<file path="src/rtl/song_menu_ctrl.sv">
// Song-selection menu and per-song high-score controller for the Recorder Hero front end.
// Runs the MENU -> PLAY -> RESULT flow from rising edges of the debounced buttons.
module song_menu_ctrl #(
  parameter int NUM_SONGS = 4,
  parameter int SCORE_W   = 18,
  parameter int ASCII_W   = 48,
  parameter int WRAP      = 0,
  parameter int SEL_W     = $clog2(NUM_SONGS)
) (
  input  logic               clk,
  input  logic               reset,
  input  logic               up,
  input  logic               down,
  input  logic               enter,
  input  logic               back,
  input  logic               clear_scores,
  input  logic               done,
  input  logic [SCORE_W-1:0] score_bin,
  input  logic [ASCII_W-1:0] score_ascii,
  output logic [SEL_W-1:0]   menu_sel,
  output logic [1:0]         state_out,
  output logic               start_pulse,
  output logic [SEL_W-1:0]   song,
  output logic [ASCII_W-1:0] high_score_ascii,
  output logic [SCORE_W-1:0] high_score_bin,
  output logic               new_record
);

  typedef enum logic [1:0] {
    ST_MENU   = 2'b00,
    ST_PLAY   = 2'b01,
    ST_RESULT = 2'b10
  } state_e;

  localparam logic [ASCII_W-1:0] ZERO_ASCII = ASCII_W'({(ASCII_W/8){8'h30}});
  localparam logic [SEL_W-1:0]   LAST_SEL   = SEL_W'(NUM_SONGS - 1);

  state_e               state_q, state_d;
  logic [SEL_W-1:0]     menu_sel_q, menu_sel_d;
  logic [SEL_W-1:0]     song_q, song_d;
  logic                 start_q, start_d;
  logic                 new_rec_q, new_rec_d;
  logic [SCORE_W-1:0]   hs_bin_q, hs_bin_d;
  logic [ASCII_W-1:0]   hs_ascii_q, hs_ascii_d;
  logic                 up_q, down_q, enter_q, back_q;
  logic [SEL_W-1:0]     disp_idx;
  logic                 up_ev, down_ev, enter_ev, back_ev;

  // The score table survives reset; its power-up contents equal the cleared state.
  logic [SCORE_W-1:0] tbl_bin_q   [NUM_SONGS] = '{default: '0};
  logic [ASCII_W-1:0] tbl_ascii_q [NUM_SONGS] = '{default: ZERO_ASCII};
  logic [SCORE_W-1:0] tbl_bin_d   [NUM_SONGS];
  logic [ASCII_W-1:0] tbl_ascii_d [NUM_SONGS];

  assign up_ev    = up & ~up_q;
  assign down_ev  = down & ~down_q;
  assign enter_ev = enter & ~enter_q;
  assign back_ev  = back & ~back_q;

  always_comb begin
    state_d     = state_q;
    menu_sel_d  = menu_sel_q;
    song_d      = song_q;
    start_d     = 1'b0;
    new_rec_d   = new_rec_q;
    tbl_bin_d   = tbl_bin_q;
    tbl_ascii_d = tbl_ascii_q;
    disp_idx    = (state_q == ST_MENU) ? menu_sel_q : song_q;
    hs_bin_d    = tbl_bin_q[disp_idx];
    hs_ascii_d  = tbl_ascii_q[disp_idx];

    case (state_q)
      ST_MENU: begin
        if (clear_scores) begin
          for (int i = 0; i < NUM_SONGS; i++) begin
            tbl_bin_d[i]   = '0;
            tbl_ascii_d[i] = ZERO_ASCII;
          end
        end else begin
          tbl_bin_d = tbl_bin_q;
        end
        // Enter wins over a simultaneous move; up+down together cancel.
        if (enter_ev) begin
          song_d  = menu_sel_q;
          start_d = 1'b1;
          state_d = ST_PLAY;
        end else if (up_ev && !down_ev) begin
          if (menu_sel_q == '0) menu_sel_d = (WRAP != 0) ? LAST_SEL : '0;
          else                  menu_sel_d = menu_sel_q - SEL_W'(1);
        end else if (down_ev && !up_ev) begin
          if (menu_sel_q == LAST_SEL) menu_sel_d = (WRAP != 0) ? '0 : LAST_SEL;
          else                        menu_sel_d = menu_sel_q + SEL_W'(1);
        end else begin
          menu_sel_d = menu_sel_q;
        end
      end
      ST_PLAY: begin
        if (done) begin
          if (score_bin > tbl_bin_q[song_q]) begin
            tbl_bin_d[song_q]   = score_bin;
            tbl_ascii_d[song_q] = score_ascii;
            new_rec_d           = 1'b1;
          end else begin
            new_rec_d = 1'b0;
          end
          state_d = ST_RESULT;
        end else if (back_ev) begin
          new_rec_d = 1'b0;
          state_d   = ST_MENU;
        end else begin
          state_d = ST_PLAY;
        end
      end
      ST_RESULT: begin
        if (enter_ev) begin
          menu_sel_d = song_q;
          new_rec_d  = 1'b0;
          state_d    = ST_MENU;
        end else begin
          state_d = ST_RESULT;
        end
      end
      default: state_d = ST_MENU;
    endcase
  end

  always_ff @(posedge clk) begin
    if (reset) begin
      state_q    <= ST_MENU;
      menu_sel_q <= '0;
      song_q     <= '0;
      start_q    <= 1'b0;
      new_rec_q  <= 1'b0;
      hs_bin_q   <= '0;
      hs_ascii_q <= ZERO_ASCII;
      up_q       <= 1'b0;
      down_q     <= 1'b0;
      enter_q    <= 1'b0;
      back_q     <= 1'b0;
    end else begin
      state_q    <= state_d;
      menu_sel_q <= menu_sel_d;
      song_q     <= song_d;
      start_q    <= start_d;
      new_rec_q  <= new_rec_d;
      hs_bin_q   <= hs_bin_d;
      hs_ascii_q <= hs_ascii_d;
      up_q       <= up;
      down_q     <= down;
      enter_q    <= enter;
      back_q     <= back;
    end
  end

  // Reset leaves the table untouched, including any done arriving with it.
  always_ff @(posedge clk) begin
    if (!reset) begin
      tbl_bin_q   <= tbl_bin_d;
      tbl_ascii_q <= tbl_ascii_d;
    end else begin
      tbl_bin_q   <= tbl_bin_q;
      tbl_ascii_q <= tbl_ascii_q;
    end
  end

  assign menu_sel         = menu_sel_q;
  assign state_out        = state_q;
  assign start_pulse      = start_q;
  assign song             = song_q;
  assign high_score_bin   = hs_bin_q;
  assign high_score_ascii = hs_ascii_q;
  assign new_record       = new_rec_q;

endmodule
</file>
<file path="config.mk">
export PLATFORM = sky130hd
export DESIGN_NAME = song_menu_ctrl
export DESIGN_NICKNAME = d
export VERILOG_FILES = /design/src/rtl/song_menu_ctrl.sv
export SDC_FILE = /design/constraint.sdc
export NUM_CORES = 1
export LEC_CHECK = 0
export ABC_AREA = 1
export CAP_MARGIN = 15
export CORE_MARGIN = 5
export CORE_UTILIZATION = 45
export CTS_CLUSTER_SIZE = 16
export DETAILED_ROUTE_END_ITERATION = 10
export DONT_BUFFER_PORTS = 1
export GPL_TIMING_DRIVEN = 0
export PLACE_DENSITY = 0.59
export SLEW_MARGIN = 10
export SYNTH_ARGS = -nofsm -noshare
export SYNTH_HDL_FRONTEND = slang
export SYNTH_SLANG_ARGS = --single-unit
export TNS_END_PERCENT = 10
</file>
<file path="constraint.sdc">
create_clock -name clk -period 21.9 [get_ports clk]
set_clock_uncertainty 0.2 [all_clocks]
set_input_delay 3.285 -clock clk [delete_from_list [all_inputs] [get_ports clk]]
set_output_delay 3.285 -clock clk [all_outputs]
set_load 0.01 [all_outputs]
</file>
---- Word level (Yosys, flattened, before mapping) ----
Index checks and enable logic that the tools add are counted.
cells by class
  add/sub/neg operators ................... 2
  $lt $le $gt $ge ......................... 4
  equality and inequality tests ........... 11
  multiplexer cells ....................... 42
  bitwise operators ....................... 12
  reduce and logical (&&, ||, !) cells .... 15
operators by type and width
  kind                                           count
  192-bit two-way mux                            3
  192-bit one-hot mux with 2 select lines        1
  72-bit two-way mux                             3
  192-bit bitwise mux                            1
  48-bit two-way mux                             3
  72-bit one-hot mux with 2 select lines         1
  48-bit binary-select mux with 2-bit select     1
  48-bit demux with 2-bit select                 1
  18-bit two-way mux                             5
  18-bit binary-select mux with 2-bit select     2
  72-bit bitwise mux                             1
  18-bit demux with 2-bit select                 1
  2-bit two-way mux                              10
  18-bit > comparator                            1
  2-bit inequality test (second input constant)  6
  3-bit >= comparator (second input constant)    2
  1-bit two-way mux                              6
  1-bit inverter                                 6
  2-bit inverter with 3-bit output               2
  2-bit one-hot mux with 3 select lines          1
  2-bit nonzero test                             3
  5-bit AND reduction                            1
  1-bit AND                                      4
  2-bit equality test (second input constant)    2
  other kinds (15)                               19
storage, ports and cells
  flip-flop bits (word level) ............. 342
  output and inout port bits .............. 74
  word-level logic and storage cells ...... 105

---- Logic depth before layout (Yosys ltp) ----
  word-level depth ........................ 9
  gate-level depth with buffers ........... 16
  depth with buffers taken out ............ 15

---- Worst setup path before layout ----
Ideal clock, no wire load.
  path type ............................... in2reg
  start point ............................. input port score_bin[9]
  end point ............................... register tbl_ascii_q[0] in the netlist's numbering, enable pin
  library setup time ...................... 979 ps
  arrival ................................. 16,701 ps
  path slack .............................. 4,020 ps
  cell stages on the path ................. 9
  cells stage by stage .................... ha_1 nand2_1 nor2_1 nand3_1 nor2_1 nor2_1 nand2_1 nand2_1 a21oi_1
on the way
  word-level cells in the longest chain between the ends .. 3
RTL lines
  element                                 line  source
  from (decl)                             18    input logic [SCORE_W-1:0] score_bin,
  18-bit > comparator                     99    if (score_bin > tbl_bin_q[song_q]) begin
  2-bit inequality test (no source line)  -
  5-bit AND reduction (no source line)    -
  to (signal assigned)                    159   tbl_ascii_q <= tbl_ascii_d;
  to (signal assigned)                    162   tbl_ascii_q <= tbl_ascii_q;
  to (decl)                               51    logic [ASCII_W-1:0] tbl_ascii_q [NUM_SONGS] = '{default: ZERO_ASCII};
No other way between the ends.
A chain may end at the register's enable or synchronous reset.

---- Final worst setup path ----
  start point ............................. input port score_bin[9]
  end point ............................... register tbl_ascii_q[131] in the netlist's numbering, enable pin
Same word-level chain as after synthesis.

==> flow_summary.ini <==
[sta]
max_slew_margin_pct = 45.9
setup_ws_ns = 16.20
setup-violations-final = 0
timing.fmax_mhz = 175
tns_ns = 0
grt_setup_unrepaired = no
period_share_pct = 26.0
hold_viol_final = 0
tightestPinTransition_ns = 0.812
fin_crit_ns = 5.70
maxSlewViolCount = 0

[finish]
drive_above_1_share_pct = 7.32
area_growth_pct = 13.2
nets = 1946
multi_input_area_um2 = 5810
diodes = 0
fillers = 3449
seq_area_um2 = 9490
fin_util_pct = 51.3

[yosys]
synth_top_area_share_pct = 48.0
synthTopCellsByCount = o21ai_0 (312), edfxtp_1 (264), nor2_1 (252), a21oi_1 (207), nand2_1 (171)
yosys.area.top_type = edfxtp_1
synth-async-reset-ratio_pct = 0
synth_edf_count = 264
syn_nets = 1892
synth.avg_cell_area_um2 = 9.17
synth-seq-cells = 342
synth_area_leaders = edfxtp_1 (48%), dfxtp_1 (9.5%), o21ai_0 (9.5%)
ys.flop_type = edfxtp_1
synth_cells = 1800
ys_types = 33
ys_warn_count = 0
synth_most_common_cell = o21ai_0
yosysSeqAreaShare_pct = 57.5
synth_area_um2 = 16500

[drt]
drcViolationCount = 0
vias_per_cell = 5.79
wl_um = 53600
first_pass_iters = 7
drt_iter0_drc = 1402
dr_total_vias = 13616
drt.antenna.violating_nets = 0
wl_per_cell_um = 22.8

[grt]
grt_max_degree = 27
busiest_layer = met2
grt_pass1_wl_um = 80100
grt_util_met3_pct = 6.09
met2_usage_pct = 40.5
met1_usage_pct = 34.1
grt_pass1_vias = 13051
gr-usage-all-layers_pct = 25.5
antenna_found_initial = 2
grt_overflow_total = 0

[power_and_ir_drop]
switching_share_pct = 32.1
powerDensity_nw_per_um2 = 102
internal_power_w = 0.00130
switchingPower_w = 0.000612
seqPwrFrac_pct = 43.9
power_w = 0.00191
leakage_nw = 6.95
comb_power_share_pct = 22.1
clkPwrFrac_pct = 34.0
max-vdd-ir-drop_mv = 0.0595

[placed_design]
place_ws_ns = 15.64
place_hpwl_um = 37100
port_buffers = 0
place_congestion = 0.877

[clocking]
clk_pin_slew_ns = 0.06
cts_sinks = 342
worst_skew_pair.late_latency_ns = 0.56
post_cts_resized = 0
cts_buffers = 39
htreeDepth = 2
clock_path_buffers = 3
hold_buffers = 0
postCtsSetupBuffers = 0
cts_tree = done
root_buffer = clkbuf_16

[die]
ioPinCount = 148
rows = 70
initial_core_util_pct = 45.3
dieArea_um2 = 40600
die_h_um = 202
die_w_um = 202
core_um2 = 36400

[critical_path]
end_kind = flip-flop
critPathMaxFanout = 26
arrival_ns = 5.77
critPathRequiredTime_ns = 21.97
cp-start-kind = input port
critical_path_class = input port to flip-flop

[outcome]
status = completed

[hold_path]
hold_class = flip-flop to flip-flop

[flow_run]
drv_cap = 0
[through the flow]
step,instance area [um2],instances,hold WS [ns]
floorplan,16500,1800,0.298
global placement,17100,2268,0.334
detailed placement,17400,2281,0.339
CTS,18700,2353,0.354
global route,18700,2353,0.367
finish,18700,2353,0.351
[power groups by stage]
stage | sequential [W] | combinational, W | clock [W]
after floorplan | 0.000870 | 0.000263 | 0
after global placement | 0.000895 | 0.000392 | 0
after detailed placement | 0.000851 | 0.000417 | 0
after CTS | 0.000838 | 0.000419 | 0.000660
after global routing | 0.000844 | 0.000462 | 0.000689
final | 0.000838 | 0.000423 | 0.000650
[worst paths after layout]
path	cells after the start	slack, ns	start	to
worst min register to register	2	0.35	tbl_ascii_q[68]	tbl_ascii_q[68]
worst max-delay path	14	16.20	score_bin[9]	tbl_ascii_q[131]
worst max register to register	19	17.08	song[0]	tbl_ascii_q[131]
worst min-delay path	2	0.35	tbl_ascii_q[68]	tbl_ascii_q[68]
[cell usage in the layout (no fill, tap or decap), types with 2 or more instances in the layout]
cell type,instances
ha_1,18
edfxtp_1,264
inv_1,149
clkbuf_16,40
nand3_1,54
o221ai_1,13
o211ai_1,36
buf_2,39
o21ai_1,16
inv_6,2
o22ai_1,17
o21ai_2,2
buf_16,10
nor2_1,252
clkbuf_8,5
o21ai_0,312
clkinv_1,5
dfxtp_1,78
buf_6,5
bufinv_16,2
a21o_1,2
inv_2,4
a21oi_1,206
clkbuf_2,5
clkbuf_1,86
buf_4,8
o21a_1,31
buf_12,3
o21bai_1,8
buf_1,8
nand2_1,171
a221oi_1,17
clkinv_2,7
[cell type report]
cell class	count	share of cell area (%)
clock buffer	55	5.92
buffer	141	3.49
sequential	342	50.8
timing repair buffer	13	1.79
clock inverter	17	0.790
inverter	153	3.07
multi-input combinational	1164	31.1
tap	468	3.13
[registers in the layout, summed over array words and instances (netlist names), 2 cells and up]
name	cells
tbl_ascii_q	192
state_out	2
song	2
tbl_bin_q	72
menu_sel	2
high_score_ascii	48
high_score_bin	18
[logic make-up (layout without fill, tap and decap cells)]
family	count (synthesis)	count (layout)	synth area share (%)
fa+ha+maj	18	18	1.36
simple gates	481	481	11.4
compound gates	665	665	22.3
buf+inv	294	379	7.43
flops	342	342	57.5
[per-layer routing]
metal,vias up,wire (um),part of all wire [%]
met5,-,27,0.050
met4,4,1890,3.5
met2,647,24600,46
met3,120,5220,9.7
met1,6444,21800,41
li1,6401,-,-
[worst max-delay path, cell delays in order]
cell	delay [ns]
ha_1	0.28
nand2_1	0.07
nor2_1	0.26
nand3_1	0.11
nor2_1	0.12
nor2_1	0.05
nand2_1	0.07
nand2_1	0.08
a21oi_4	0.41
buf_16	0.23
buf_16	0.17
buf_12	0.20
buf_16	0.20
buf_12	0.21
Note: power is estimated with default switching activity, not from simulation.
